**src/rtl/instruction_fetch.sv**
```systemverilog
// Instruction fetch stage: requests one word at a time from instruction memory,
// buffers it for decode and steers the program counter (hold/increment/load/reset).
module instruction_fetch #(
    parameter int ANCHO       = 16,
    parameter int ANCHO_INSTR = 16
) (
    input  logic                   clk_i,
    input  logic                   rst_i,
    input  logic [ANCHO-1:0]       pc_i,
    output logic [1:0]             pc_op_o,
    output logic [ANCHO-1:0]       pc_load_o,
    output logic                   mem_req_o,
    output logic [ANCHO-1:0]       mem_addr_o,
    input  logic                   mem_ack_i,
    input  logic [ANCHO_INSTR-1:0] mem_data_i,
    output logic [ANCHO_INSTR-1:0] instr_o,
    output logic [ANCHO-1:0]       instr_pc_o,
    output logic                   instr_valid_o,
    input  logic                   instr_ready_i,
    input  logic                   flush_i,
    input  logic [ANCHO-1:0]       flush_addr_i
);

    localparam logic [1:0] PC_HOLD  = 2'b00;
    localparam logic [1:0] PC_INC   = 2'b01;
    localparam logic [1:0] PC_LOAD  = 2'b10;
    localparam logic [1:0] PC_RESET = 2'b11;

    typedef enum logic [1:0] {
        IDLE  = 2'b00,
        FETCH = 2'b01,
        FULL  = 2'b10
    } state_t;

    state_t                 state_q;
    state_t                 state_d;
    logic [ANCHO_INSTR-1:0] instr_q;
    logic [ANCHO-1:0]       instr_pc_q;
    logic                   valid_q;
    logic                   capture;
    logic                   transfer;

    // Reset beats flush, and flush beats any ack or handshake arriving in the same cycle.
    always_comb begin
        state_d   = state_q;
        pc_op_o   = PC_HOLD;
        pc_load_o = '0;
        mem_req_o = 1'b0;
        capture   = 1'b0;
        transfer  = 1'b0;
        if (rst_i) begin
            pc_op_o = PC_RESET;
            state_d = IDLE;
        end else if (flush_i) begin
            pc_op_o   = PC_LOAD;
            pc_load_o = flush_addr_i;
            state_d   = IDLE;
        end else begin
            case (state_q)
                IDLE: begin
                    state_d = FETCH;
                end
                FETCH: begin
                    mem_req_o = 1'b1;
                    if (mem_ack_i) begin
                        pc_op_o = PC_INC;
                        capture = 1'b1;
                        state_d = FULL;
                    end
                end
                FULL: begin
                    if (valid_q && instr_ready_i) begin
                        transfer = 1'b1;
                        state_d  = FETCH;
                    end
                end
                default: begin
                    state_d = IDLE;
                end
            endcase
        end
    end

    always_ff @(posedge clk_i) begin
        if (rst_i) begin
            state_q    <= IDLE;
            instr_q    <= '0;
            instr_pc_q <= '0;
            valid_q    <= 1'b0;
        end else begin
            state_q <= state_d;
            if (flush_i) begin
                valid_q <= 1'b0;
            end else if (capture) begin
                instr_q    <= mem_data_i;
                instr_pc_q <= pc_i;
                valid_q    <= 1'b1;
            end else if (transfer) begin
                valid_q <= 1'b0;
            end
        end
    end

    // Valid is masked during reset so decode never sees a stale word before the first edge.
    assign mem_addr_o    = pc_i;
    assign instr_o       = instr_q;
    assign instr_pc_o    = instr_pc_q;
    assign instr_valid_o = valid_q & ~rst_i;

endmodule

```
**config.mk**
```make
export PLATFORM = sky130hd
export DESIGN_NAME = instruction_fetch
export DESIGN_NICKNAME = d
export VERILOG_FILES = /design/src/rtl/instruction_fetch.sv
export SDC_FILE = /design/constraint.sdc
export NUM_CORES = 1
export LEC_CHECK = 0
export BUFFER_PORTS_ARGS = -buffer_cell sky130_fd_sc_hd__buf_2
export CORE_ASPECT_RATIO = 1.1
export CORE_MARGIN = 2
export CORE_UTILIZATION = 37
export DETAILED_ROUTE_END_ITERATION = 10
export PLACE_DENSITY_LB_ADDON = 0.15
export SYNTH_ARGS = -nofsm -noshare
export SYNTH_HDL_FRONTEND = slang
export SYNTH_SLANG_ARGS = --single-unit
```
**constraint.sdc**
```tcl
create_clock -name clk_i -period 1.6 [get_ports clk_i]
set_clock_uncertainty 0.1 [all_clocks]
set_input_delay 0.16 -clock clk_i [delete_from_list [all_inputs] [get_ports clk_i]]
set_output_delay 0.16 -clock clk_i [all_outputs]
set_load 0.02 [all_outputs]
```
==> summary.md, run 1 <==
| Metric | Value |
|---|---|
| Tmin final | approximately 1500 ps |
| # DRC | 0 |
| Area Overhead vs Synth | 68.3% |
| H-tree levels | 2 |
| Post-Place Cells | 275 |
| Crit share post-route | 96.5% |
| Layout cells sized above 1 | 54.9% |
| Mux cell area share after synthesis | 0% |
| Crit path DAT | 1280 ps |
| Die span in x | approximately 62 µm |
| Total negative setup slack | 0 ps |
| XOR/XNOR share of the synthesized area | 0% |
| IO buf count | 120 |
| Cell area after layout | between 2000 and 2500 µm² |
| Max cap viols | 0 |
| FF-to-FF path depth | 5 |
| Syn_nets | 180 |
| Gpl congestion | ~0.75 |
| Slew headroom | 74.4% |
| R2R Path End | instr_o[5] |
| CTS tree | yes |
| Synthesized area | about 1400 µm² |
| Asr flop ratio synth | 0% |
| Pleak | roughly 1.3 nW |
| Final Non-Filler Cells | 314 |
| Row cnt | 23 |
| Post-detailed-route wirelength per cell | between 10 and 15 µm |
| GRT Util Overall | 18.9% |
| Die area | between 4000 and 5000 µm² |
| Final setup fails | 0 |
| Post-synth EDFFs | 0 |
| Num CTS Buffers | 5 |
| Vias per inst | 4.63 |
| CTS Buffer Depth | 2 |
| Area of the core | 3630 µm² |
| Unique masters post-synth | 20 |
| Pre-CTS setup slack | around 160 ps |
| DP HPWL | 2590 µm |
| Synth Area in Adders | 0% |
| Top_reg_cell synth | dfxtp_1 |
| Worst hold-check path type | in2reg |
| Reg2Reg Setup Slack | between 50 and 60 ps |
| Gate Count Post-Synth | approximately 130 |
| Final ANT Viol Nets | 0 |
| Initial DRT Pass Iterations | 4 |
| CP Max Fanout | 6 |
| Startpoint types | flip-flop |
| Final Hold Violating Endpoints | 0 |
| Largest family of logic cells by synthesized area | compound AO/OA/AOI/OAI gates |
| Most frequent cell after synthesis | dfxtp_1 |
| Worst endpoint required time | approximately 1300 ps |
| Largest net degree at the start of global routing | 33 |
| Clock sink count | 35 |
| Clk slew on worst S/H paths | about 60 ps |
| Total grt overflow | 0 |
| Placed cell area | between 1500 and 2000 µm² |
| Initial drt markers | between 50 and 60 |
| I/O pin cnt | between 100 and 150 |
| Final Slew Violations | 0 |
| CP endpoint kind | output port |
| Die Height | approximately 70 µm |
| Top post-synthesis cells by count | 35 x dfxtp_1, 32 x a22o_1, 16 x and2_1, 16 x buf_4, 5 x a21oi_1 |
| Nets | 316 |
| Via Count | roughly 1500 |
| FMAX | approximately 0.65 GHz |
| Largest cells by area after synthesis | dfxtp_1 50%, a22o_1 20%, buf_4 8.6% |
| First-pass GRT wire length | about 6100 µm |
| Final Worst Setup Slack | 55.8 ps |
| Worst hold margin | around 6.4 ps |
| Leading area contributor after synthesis | dfxtp_1 |
| Max IR drop VDD | about 380 µV |
| Crit Path Class | reg2out |
| Post-Synth Simple-Gate Area | a little under an eighth |
| Post-synth top area share | 50.5% |
| Sequential cell area | approximately 700 µm² |
| Worst r2r src | state_q[1] |
| FF+latch count, synth | 35 |
| Register area share after synthesis | 50.5% |
| Starting Density | 38.3% |
| Yosys warns | 0 |
| Hold depth | 2 |
| Synth Area per Inst | 10.9 µm² |
| Unrepaired setup endpoints after global routing | false |
| Pwr per Cell Area | just over 800 nW/µm² |
| CTS Root Cell | clkbuf_8 |
| Hold path endpoint | instr_pc_o[3] |
| Hold_sp | pc_i[3] |
| Status | completed |
| Worst-Margin Slew | ~380 ps |
| Clock Latency Late Sink | around 280 ps |
| Area of the multi-input gates | between 500 and 600 µm² |
| N_diodes | 0 |
| Synth Area in Compound Gates | 23.7% |
| Vias in the first global route | 1346 |
| Initial antenna violation count | 0 |
| Filler cell count | between 300 and 400 |
| Routed WL | 4080 µm |
-- stage by stage --
stage	utilization, %	power (W)
floorplan	-	0.00110
global placement	52.3	0.00120
detailed placement	52.3	0.00119
CTS	63.4	0.00194
global route	64.5	0.00203
finish	64.5	0.00194
-- sequential cells by signal (all words and copies together) (netlist names) --
name / cells
instr_o: 16
instr_pc_o: 16
state_q: 2
valid_q: 1
-- layout by cell type, fill, tap and decap left out, drive strengths merged --
master,n
buf,130
inv,2
and2,16
nor2b,2
a22o,32
a21oi,5
a21o,1
dfxtp,35
o21ba,1
dlygate4sd3,23
a31oi,1
clkbuf,8
nor2,2
nand2,1
nor3,2
nand3b,1
bufbuf,1
or2,1
-- metal layers --
layer | wire length (µm) | global-route usage [%] | vias to the layer above
li1 | - | - | 707
met1 | 1560 | 19.8 | 661
met2 | 2190 | 36.4 | 85
met3 | 322 | 3.95 | 2
met4 | 14 | 9.17 | 0
met5 | 0 | 0 | -
-- cell families after synthesis --
| group | Yosys count |
|---|---|
| AO/OA/AOI/OAI | 40 |
| flip-flops | 35 |
| buffers and inverters | 27 |
| AND/OR/NAND/NOR | 25 |
-- power breakdown --
| part | switching (W) | total (W) | internal (W) | leakage (nW) |
|---|---|---|---|---|
| combinational | 0.000172 | 0.000352 | 0.000180 | 0.928 |
| sequential | 0.0000118 | 0.000902 | 0.000890 | 0.284 |
| clock | 0.000290 | 0.000682 | 0.000392 | 0.0515 |
| total | 0.000474 | 0.00194 | 0.00146 | 1.26 |
-- worst max-delay path, cell delays in order (launching register included) --
cell	delay, ps
dfxtp_2	330
nand3b_4	170
o21ba_4	220
buf_8	130
inv_2	40
buf_4	120
-- final cells by class --
| class | instances | area share (%) |
|---|---|---|
| inverters | 2 | 0.321 |
| repair buffers | 154 | 41.1 |
| flip-flops and latches | 35 | 30.2 |
| clock buffers | 8 | 4.28 |
| multi-input cells | 65 | 21.4 |
| well taps | 50 | 2.68 |
-- worst max path at each step --
stage / slack, ps / to / cells past startpoint / start
6_report: 60 / pc_op_o[0] / 5 / state_q[1]
5_1_grt: 2 / pc_op_o[0] / 5 / state_q[1]
4_1_cts: 3 / pc_op_o[0] / 5 / state_q[1]
3_5_place_dp: 160 / instr_o[9] / 4 / state_q[0]
3_3_place_gp: 130 / pc_op_o[0] / 5 / state_q[1]
2_1_floorplan: 260 / instr_o[10] / 5 / state_q[0]
-- repair_timing --
item                                    in CTS  in global routing
cloned                                       1                  0
pin swaps                                    1                  1
setup buffers                                2                  5
hold endpoints to repair                    23                  0
endpoints found under the setup margin       1                  9
hold buffers                                23                  0
resized for setup                            8                  1
No activity file was read; power rests on OpenSTA's default activity.
==> inputs of run 2 (changes only) <==
--- a/config.mk
+++ b/config.mk
@@ -8,7 +8,7 @@
 export BUFFER_PORTS_ARGS = -buffer_cell sky130_fd_sc_hd__buf_2
 export CORE_ASPECT_RATIO = 1.1
 export CORE_MARGIN = 2
-export CORE_UTILIZATION = 37
+export CORE_UTILIZATION = 34
 export DETAILED_ROUTE_END_ITERATION = 10
 export PLACE_DENSITY_LB_ADDON = 0.15
 export SYNTH_ARGS = -nofsm -noshare
==> constraint.sdc (replaced) <==
create_clock -name clk_i -period 1.3 [get_ports clk_i]
set_clock_uncertainty 0.1 [all_clocks]
set_input_delay 0.13 -clock clk_i [delete_from_list [all_inputs] [get_ports clk_i]]
set_output_delay 0.13 -clock clk_i [all_outputs]
set_load 0.02 [all_outputs]
==> run 2 against run 1 <==
The flow now finishes with violations (negative setup slack). Count of clock-buffer cells in the layout down 1. First-iteration DRC count up 15%. Die area up 8.3%. Via count up 1.3%. Utilization down 2.8 points. Flip-flop and latch count unchanged. Final cell count up 4.5%. Non-clock buffer count up 12. Combinational power up 29%. Register-to-register slack worse by 200 ps.
==> summary.md, run 2 (synthesis results as in run 1) <==
| Metric | Value |
|---|---|
| Total grt overflow | 0 (unchanged) |
| CTS Buffer Depth | 2 (unchanged) |
| Final Worst Setup Slack | -141 ps (-196 ps) |
| Final Non-Filler Cells | 328 (+4.5%) |
| CTS Root Cell | clkbuf_8 |
| Buf/Inv on CP | 3 (unchanged) |
| Area of the core | 3930 µm² (+8.5%) |
| Failing checks | negative setup slack |
| IO buf count | 120 (unchanged) |
| Clock sink count | 35 (unchanged) |
| Levels on crit path | 5 (unchanged) |
| Max IR drop VDD | 339 µV (-11%) |
| FMAX | roughly 0.69 GHz |
| Reg2Reg Setup Slack | -140 ps (-200 ps) |
| I/O pin cnt | 121 (unchanged) |
| Max cap viols | 0 (unchanged) |
| CP endpoint | pc_op_o[0] |
| CTS tree | yes |
| DP HPWL | 2620 µm (+1.4%) |
| CP Launch Point | state_q[1] |
| Vias per inst | 4.49 (-3.0%) |
| Cell repeated most along the worst path | buf_6 |
| Worst hold-check path type | in2reg |
| Startpoint types | flip-flop |
| Pwr per Cell Area | 942 nW/µm² (+14%) |
| Worst-Margin Slew | 236 ps (-147 ps) |
| Unrepaired setup endpoints after global routing | true |
| Pleak | 1.30 nW (+2.7%) |
| Die Height | 71.0 µm (+4.1%) |
| H-tree levels | 2 (unchanged) |
| Final setup fails | 21 (+21) |
| Die area | 4610 µm² (+8.3%) |
| Commonest cells after routing, fill and taps aside | 118 x buf_2, 33 x dfxtp_1, 32 x a22o_1, 32 x dlygate4sd3_1, 16 x and2_1 |
| Clk slew on worst S/H paths | 60 ps (about the same) |
| Via Count | 1474 (+1.3%) |
| Sequential cell area | 703 µm² (-0.35%) |
| Clock Latency Late Sink | 270 ps (about the same) |
| R2R Path End | instr_o[12] |
| Routed WL | 4230 µm (+3.6%) |
| Largest net degree at the start of global routing | 24 (-27%) |
| CP top delay family | flip-flops |
| Filler cell count | 345 (+3.0%) |
| CP Max Fanout | 2 (-4) |
| Status | finished, violations left |
| Num CTS Buffers | 5 (unchanged) |
| Post-Place Cells | 284 (+3.3%) |
| Starting Density | 35.3% (-3.0 points) |
| Final core utilization | 61.6% (-2.8 points) |
| # DRC | 0 (unchanged) |
| Placed cell area | 1960 µm² (+3.0%) |
| Cell area after layout | 2420 µm² (+3.7%) |
| Final ANT Viol Nets | 0 (unchanged) |
| N_diodes | 0 (unchanged) |
| Tmin final | 1440 ps |
| Initial drt markers | 62 (+15%) |
| Slew headroom | 84.3% (+9.9 points) |
| Vias in the first global route | 1464 (+8.8%) |
| Pre-CTS setup slack | -105 ps (-263 ps) |
| Gpl congestion | 0.751 (+0.51%) |
| CP max-delay cell | dfxtp_2 |
| Crit share post-route | 111% |
| Post-detailed-route wirelength per cell | 12.9 µm (-0.87%) |
| Area Overhead vs Synth | 74.6% |
| GRT Util Overall | 18.6% (-0.24 points) |
| CP endpoint kind | output port |
| Layout cells sized above 1 | 54.0% (-0.94 points) |
| Worst endpoint required time | 1070 ps (-270 ps) |
| First-pass GRT wire length | 6550 µm (+6.7%) |
| Most common cell after layout, fill and taps aside | buf_2 |
| Final Hold Violating Endpoints | 0 (unchanged) |
| Nets | 328 (+3.8%) |
| Crit path DAT | 1210 ps (-70 ps) |
| Worst path cell trace | nand3b_4, o21ba_4, buf_6, inv_2, buf_6 |
| Hold depth | 3 (+1) |
| FF-to-FF path depth | 5 (unchanged) |
| Crit Path Class | reg2out |
| Row cnt | 24 (+4.3%) |
| Worst r2r src | state_q[1] |
| Die span in x | 64.9 µm (+4.0%) |
| Max stage delay on crit path | 320 ps (about the same) |
| Area of the multi-input gates | 510 µm² (+2.0%) |
| Initial antenna violation count | 0 (unchanged) |
| Final Slew Violations | 0 (unchanged) |
| Initial DRT Pass Iterations | 4 (unchanged) |
## run 2: metrics by stage
stage          hold WS, ps  setup TNS, ps  power, W
2_1_floorplan          155           -542   0.00135
3_3_place_gp           241          -1570   0.00148
3_5_place_dp           244          -1540   0.00148
4_1_cts               28.9          -2470   0.00231
5_1_grt               60.9          -3540   0.00240
6_report              49.3          -2460   0.00228
## run 2: cell type report
cell class	count	share of cell area [%]
repair buffers	166	43.5
flip-flops and latches	35	29.0
multi-input cells	65	21.1
clock buffers	7	3.15
well taps	52	2.68
inverters	2	0.413
clock inverters	1	0.206
## run 2: tightest hold or removal path: cells and delay by family
kind | cells | cell delay [ps]
compound gates | 1 | 80
simple gates | 1 | 70
buf+inv | 1 | 100
## run 2: worst min path at each step
stage | startpoint | to | slack [ps]
2_1_floorplan | pc_i[4] | instr_pc_o[4] | 160
3_3_place_gp | mem_data_i[6] | instr_o[6] | 240
3_5_place_dp | mem_data_i[0] | instr_o[0] | 240
4_1_cts | instr_ready_i | state_q[0] | 30
5_1_grt | instr_ready_i | state_q[0] | 60
6_report | instr_ready_i | state_q[0] | 50
## run 2: timing repair
| action | CTS | global route |
|---|---|---|
| hold buffers | 32 | 0 |
| setup endpoints to repair | 37 | 43 |
| pin swaps | 1 | 1 |
| resized for setup | 11 | 1 |
| buffers inserted | 3 | 1 |
| hold endpoints to repair | 32 | 0 |
## run 2: metal layers
layer / track usage, % / up-vias / share of wire [%]
met2: 36.4 / 78 / 54
met5: 0 / - / 0
met4: 7.80 / 0 / 0.64
met3: 4.13 / 2 / 8.0
li1: - / 728 / -
met1: 18.4 / 666 / 37
## run 2: report_power, final
part           internal [W]  switching, W  total [W]
Clock              0.000375      0.000345   0.000720
Combinational      0.000233      0.000221   0.000454
Sequential          0.00110     0.0000133    0.00111
Total               0.00171      0.000579    0.00228
==> inputs of run 3 (changes only) <==
--- a/config.mk
+++ b/config.mk
@@ -6,9 +6,11 @@
 export NUM_CORES = 1
 export LEC_CHECK = 0
 export BUFFER_PORTS_ARGS = -buffer_cell sky130_fd_sc_hd__buf_2
+export CELL_PAD_IN_SITES_DETAIL_PLACEMENT = 0
+export CELL_PAD_IN_SITES_GLOBAL_PLACEMENT = 1
 export CORE_ASPECT_RATIO = 1.1
 export CORE_MARGIN = 2
-export CORE_UTILIZATION = 34
+export CORE_UTILIZATION = 28
 export DETAILED_ROUTE_END_ITERATION = 10
 export PLACE_DENSITY_LB_ADDON = 0.15
 export SYNTH_ARGS = -nofsm -noshare
==> constraint.sdc (replaced) <==
create_clock -name clk_i -period 1.8 [get_ports clk_i]
set_clock_uncertainty 0.1 [all_clocks]
set_input_delay 0.18 -clock clk_i [delete_from_list [all_inputs] [get_ports clk_i]]
set_output_delay 0.18 -clock clk_i [all_outputs]
set_load 0.02 [all_outputs]
==> run 3 against run 2 <==
The run now ends clean. Design area fell by 17%. Sequential power shrank 28%. Combinational power down 46%. Hold slack worse by 44 ps. Global-route usage fell by 6.3 points. Power shrank 29%. Critical path depth is the same. Critical path type unchanged. Count of clock-buffer cells in the layout shrank 1. Via count down 12%.
==> summary.md, run 3 (synthesis results as in run 1) <==
| Metric | Value |
|---|---|
| Status | completed |
| Initial antenna violation count | 0 (unchanged) |
| Final core utilization | 42.6% (-19 points) |
| Die area | 5540 µm² (+20%) |
| Pleak | 1.11 nW (-14%) |
| Unrepaired setup endpoints after global routing | false |
| Most common cell after layout, fill and taps aside | buf_2 |
| Area of the multi-input gates | 492 µm² (-3.7%) |
| DP HPWL | 2650 µm (+0.90%) |
| Clock share of power | 35.1% (+3.6 points) |
| Total negative setup slack | 0 ps (+2460 ps) |
| Total grt overflow | 0 (unchanged) |
| Worst-Margin Slew | 695 ps (+459 ps) |
| # DRC | 0 (unchanged) |
| CTS Buffer Depth | 2 (unchanged) |
| Commonest cells after routing, fill and taps aside | 120 x buf_2, 35 x dfxtp_1, 32 x a22o_1, 16 x and2_1, 6 x clkbuf_8 |
| Startpoint types | flip-flop |
| GR Util met1 | 13.6% (-4.8 points) |
| Worst hold-check path type | in2reg |
| Max IR drop VDD | 250 µV (-26%) |
| Hold depth | 2 (-1) |
| Area Overhead vs Synth | 44.6% |
| Initial drt markers | 41 (-34%) |
| FMAX | 0.587 GHz |
| Crit share post-route | 94.6% |
| I/O pin cnt | 121 (unchanged) |
| M2 GR Usage | 20.5% (-16 points) |
| Vias in the first global route | 1135 (-22%) |
| Gr busiest metal | met2 |
| Starting Density | 29.4% (-5.9 points) |
| IO buf count | 120 (unchanged) |
| Nets | 287 (-13%) |
| Worst hold margin | 5.07 ps (-44.2 ps) |
| Slew headroom | 53.6% (-31 points) |
| Final setup fails | 0 (-100%) |
| Tmin final | approximately 1700 ps |
| Tot Pwr | 0.00161 W (-29%) |
| Crit Path Class | reg2out |
| Largest net degree at the start of global routing | 34 (+42%) |
| Row cnt | 26 (+8.3%) |
| First-pass GRT wire length | 5310 µm (-19%) |
| Initial DRT Pass Iterations | 4 (unchanged) |
| FF-to-FF path depth | 4 (-1) |
| Clk slew on worst S/H paths | 70 ps (about the same) |
| R2R Path End | instr_o[9] |
| Worst r2r src | state_q[0] |
| N_diodes | 0 (unchanged) |
| Filler cell count | 477 (+38%) |
| Sequential cell area | 701 µm² (-0.36%) |
| CP Max Fanout | 33 (+31) |
| Clock sink count | 35 (unchanged) |
| Max cap viols | 0 (unchanged) |
| Gpl congestion | 0.751 (about the same) |
| CTS Root Cell | clkbuf_8 |
| H-tree levels | 2 (unchanged) |
| Die span in x | 71.2 µm (+9.6%) |
| Crit path DAT | 1420 ps (+210 ps) |
| NetSw | 0.000414 W (-28%) |
| Final Slew Violations | 0 (unchanged) |
| CTS tree | yes |
| Hold path endpoint | instr_o[0] |
| Final ANT Viol Nets | 0 (unchanged) |
| Int Pwr | 0.00120 W (-30%) |
| Vias per inst | 4.45 (-0.94%) |
| Logic pwr share | 15.1% (-4.8 points) |
| Clock Latency Late Sink | 280 ps (about the same) |
| Pwr per Cell Area | 802 nW/µm² (-15%) |
| Post-detailed-route wirelength per cell | 12.1 µm (-5.9%) |
| Final Hold Violating Endpoints | 0 (unchanged) |
| Routed WL | 3520 µm (-17%) |
| Post-CTS Setup Inserts | 0 (-3) |
| Hold_sp | mem_data_i[0] |
| Num CTS Buffers | 5 (unchanged) |
| Die Height | 77.9 µm (+9.6%) |
| GRT Util Overall | 12.3% (-6.3 points) |
| Switch share | 25.7% (+0.39 points) |
| Worst endpoint required time | 1520 ps (+450 ps) |
| Layout cells sized above 1 | 56.8% (+2.9 points) |
| Reg power frac | 49.8% (+1.2 points) |
| Reg2Reg Setup Slack | 410 ps (+550 ps) |
| Via Count | 1291 (-12%) |
| CP endpoint kind | output port |
| Area of the core | 4720 µm² (+20%) |
| Met3 Resource Use GR | 5.06% (+0.93 points) |
-- run 3: cell types whose count changed in the layout (fill, tap and decap cells not counted), sizes merged --
cell and delta:
dlygate4sd3 -30, buf -11, clkbuf -1
-- run 3: final cells by class --
cell class | instances | area share, %
multi-input combinational | 65 | 24.5
sequential | 35 | 34.9
timing repair buffer | 125 | 32.4
inverter | 2 | 0.374
clock buffer | 6 | 4.11
tap | 56 | 3.49
clock inverter | 1 | 0.249
-- run 3: how the worst max path moves through the flow --
stage	slack, ps	end	from	depth (start not counted)
3_3_place_gp	230	pc_load_o[12]	rst_i	4
4_1_cts	0.6	pc_op_o[0]	state_q[1]	5
2_1_floorplan	460	instr_o[10]	state_q[0]	5
5_1_grt	10	pc_op_o[0]	state_q[1]	5
6_report	100	pc_op_o[0]	state_q[1]	5
3_5_place_dp	270	pc_load_o[1]	rst_i	4
-- run 3: worst max-delay path: stages (launching register included) --
cell	delay (ps)
dfxtp_1	390
nand3b_4	170
o21ba_1	150
buf_8	230
inv_2	30
buf_2	150
-- run 3: stage by stage --
| stage | setup WS, ps | cell area (µm²) | cells |
|---|---|---|---|
| after floorplan | 456 | 1390 | 127 |
| after global placement | 230 | 1890 | 281 |
| after detailed placement | 274 | 1890 | 281 |
| after CTS | 0.614 | 1990 | 289 |
| after global routing | 10.3 | 2010 | 290 |
| final | 96.5 | 2010 | 290 |
-- run 3: timing repair --
item	in CTS	in global routing
gates resized for setup	0	2
hold endpoints to repair	1	1
setup endpoints to repair	0	1
hold buffers	1	1
-- run 3: power by group through the flow --
stage / clock, W / combinational (W) / sequential [W]
after CTS: 0.000587 / 0.000243 / 0.000801
final: 0.000565 / 0.000244 / 0.000802
after floorplan: 0 / 0.000139 / 0.000837
after global routing: 0.000624 / 0.000263 / 0.000803
after global placement: 0 / 0.000243 / 0.000819
after detailed placement: 0 / 0.000241 / 0.000819
-- run 3: routing by layer --
layer,wire length [µm],up-vias
met1,1400,550
met5,0,-
met4,67,0
met3,386,5
li1,-,644
met2,1660,92
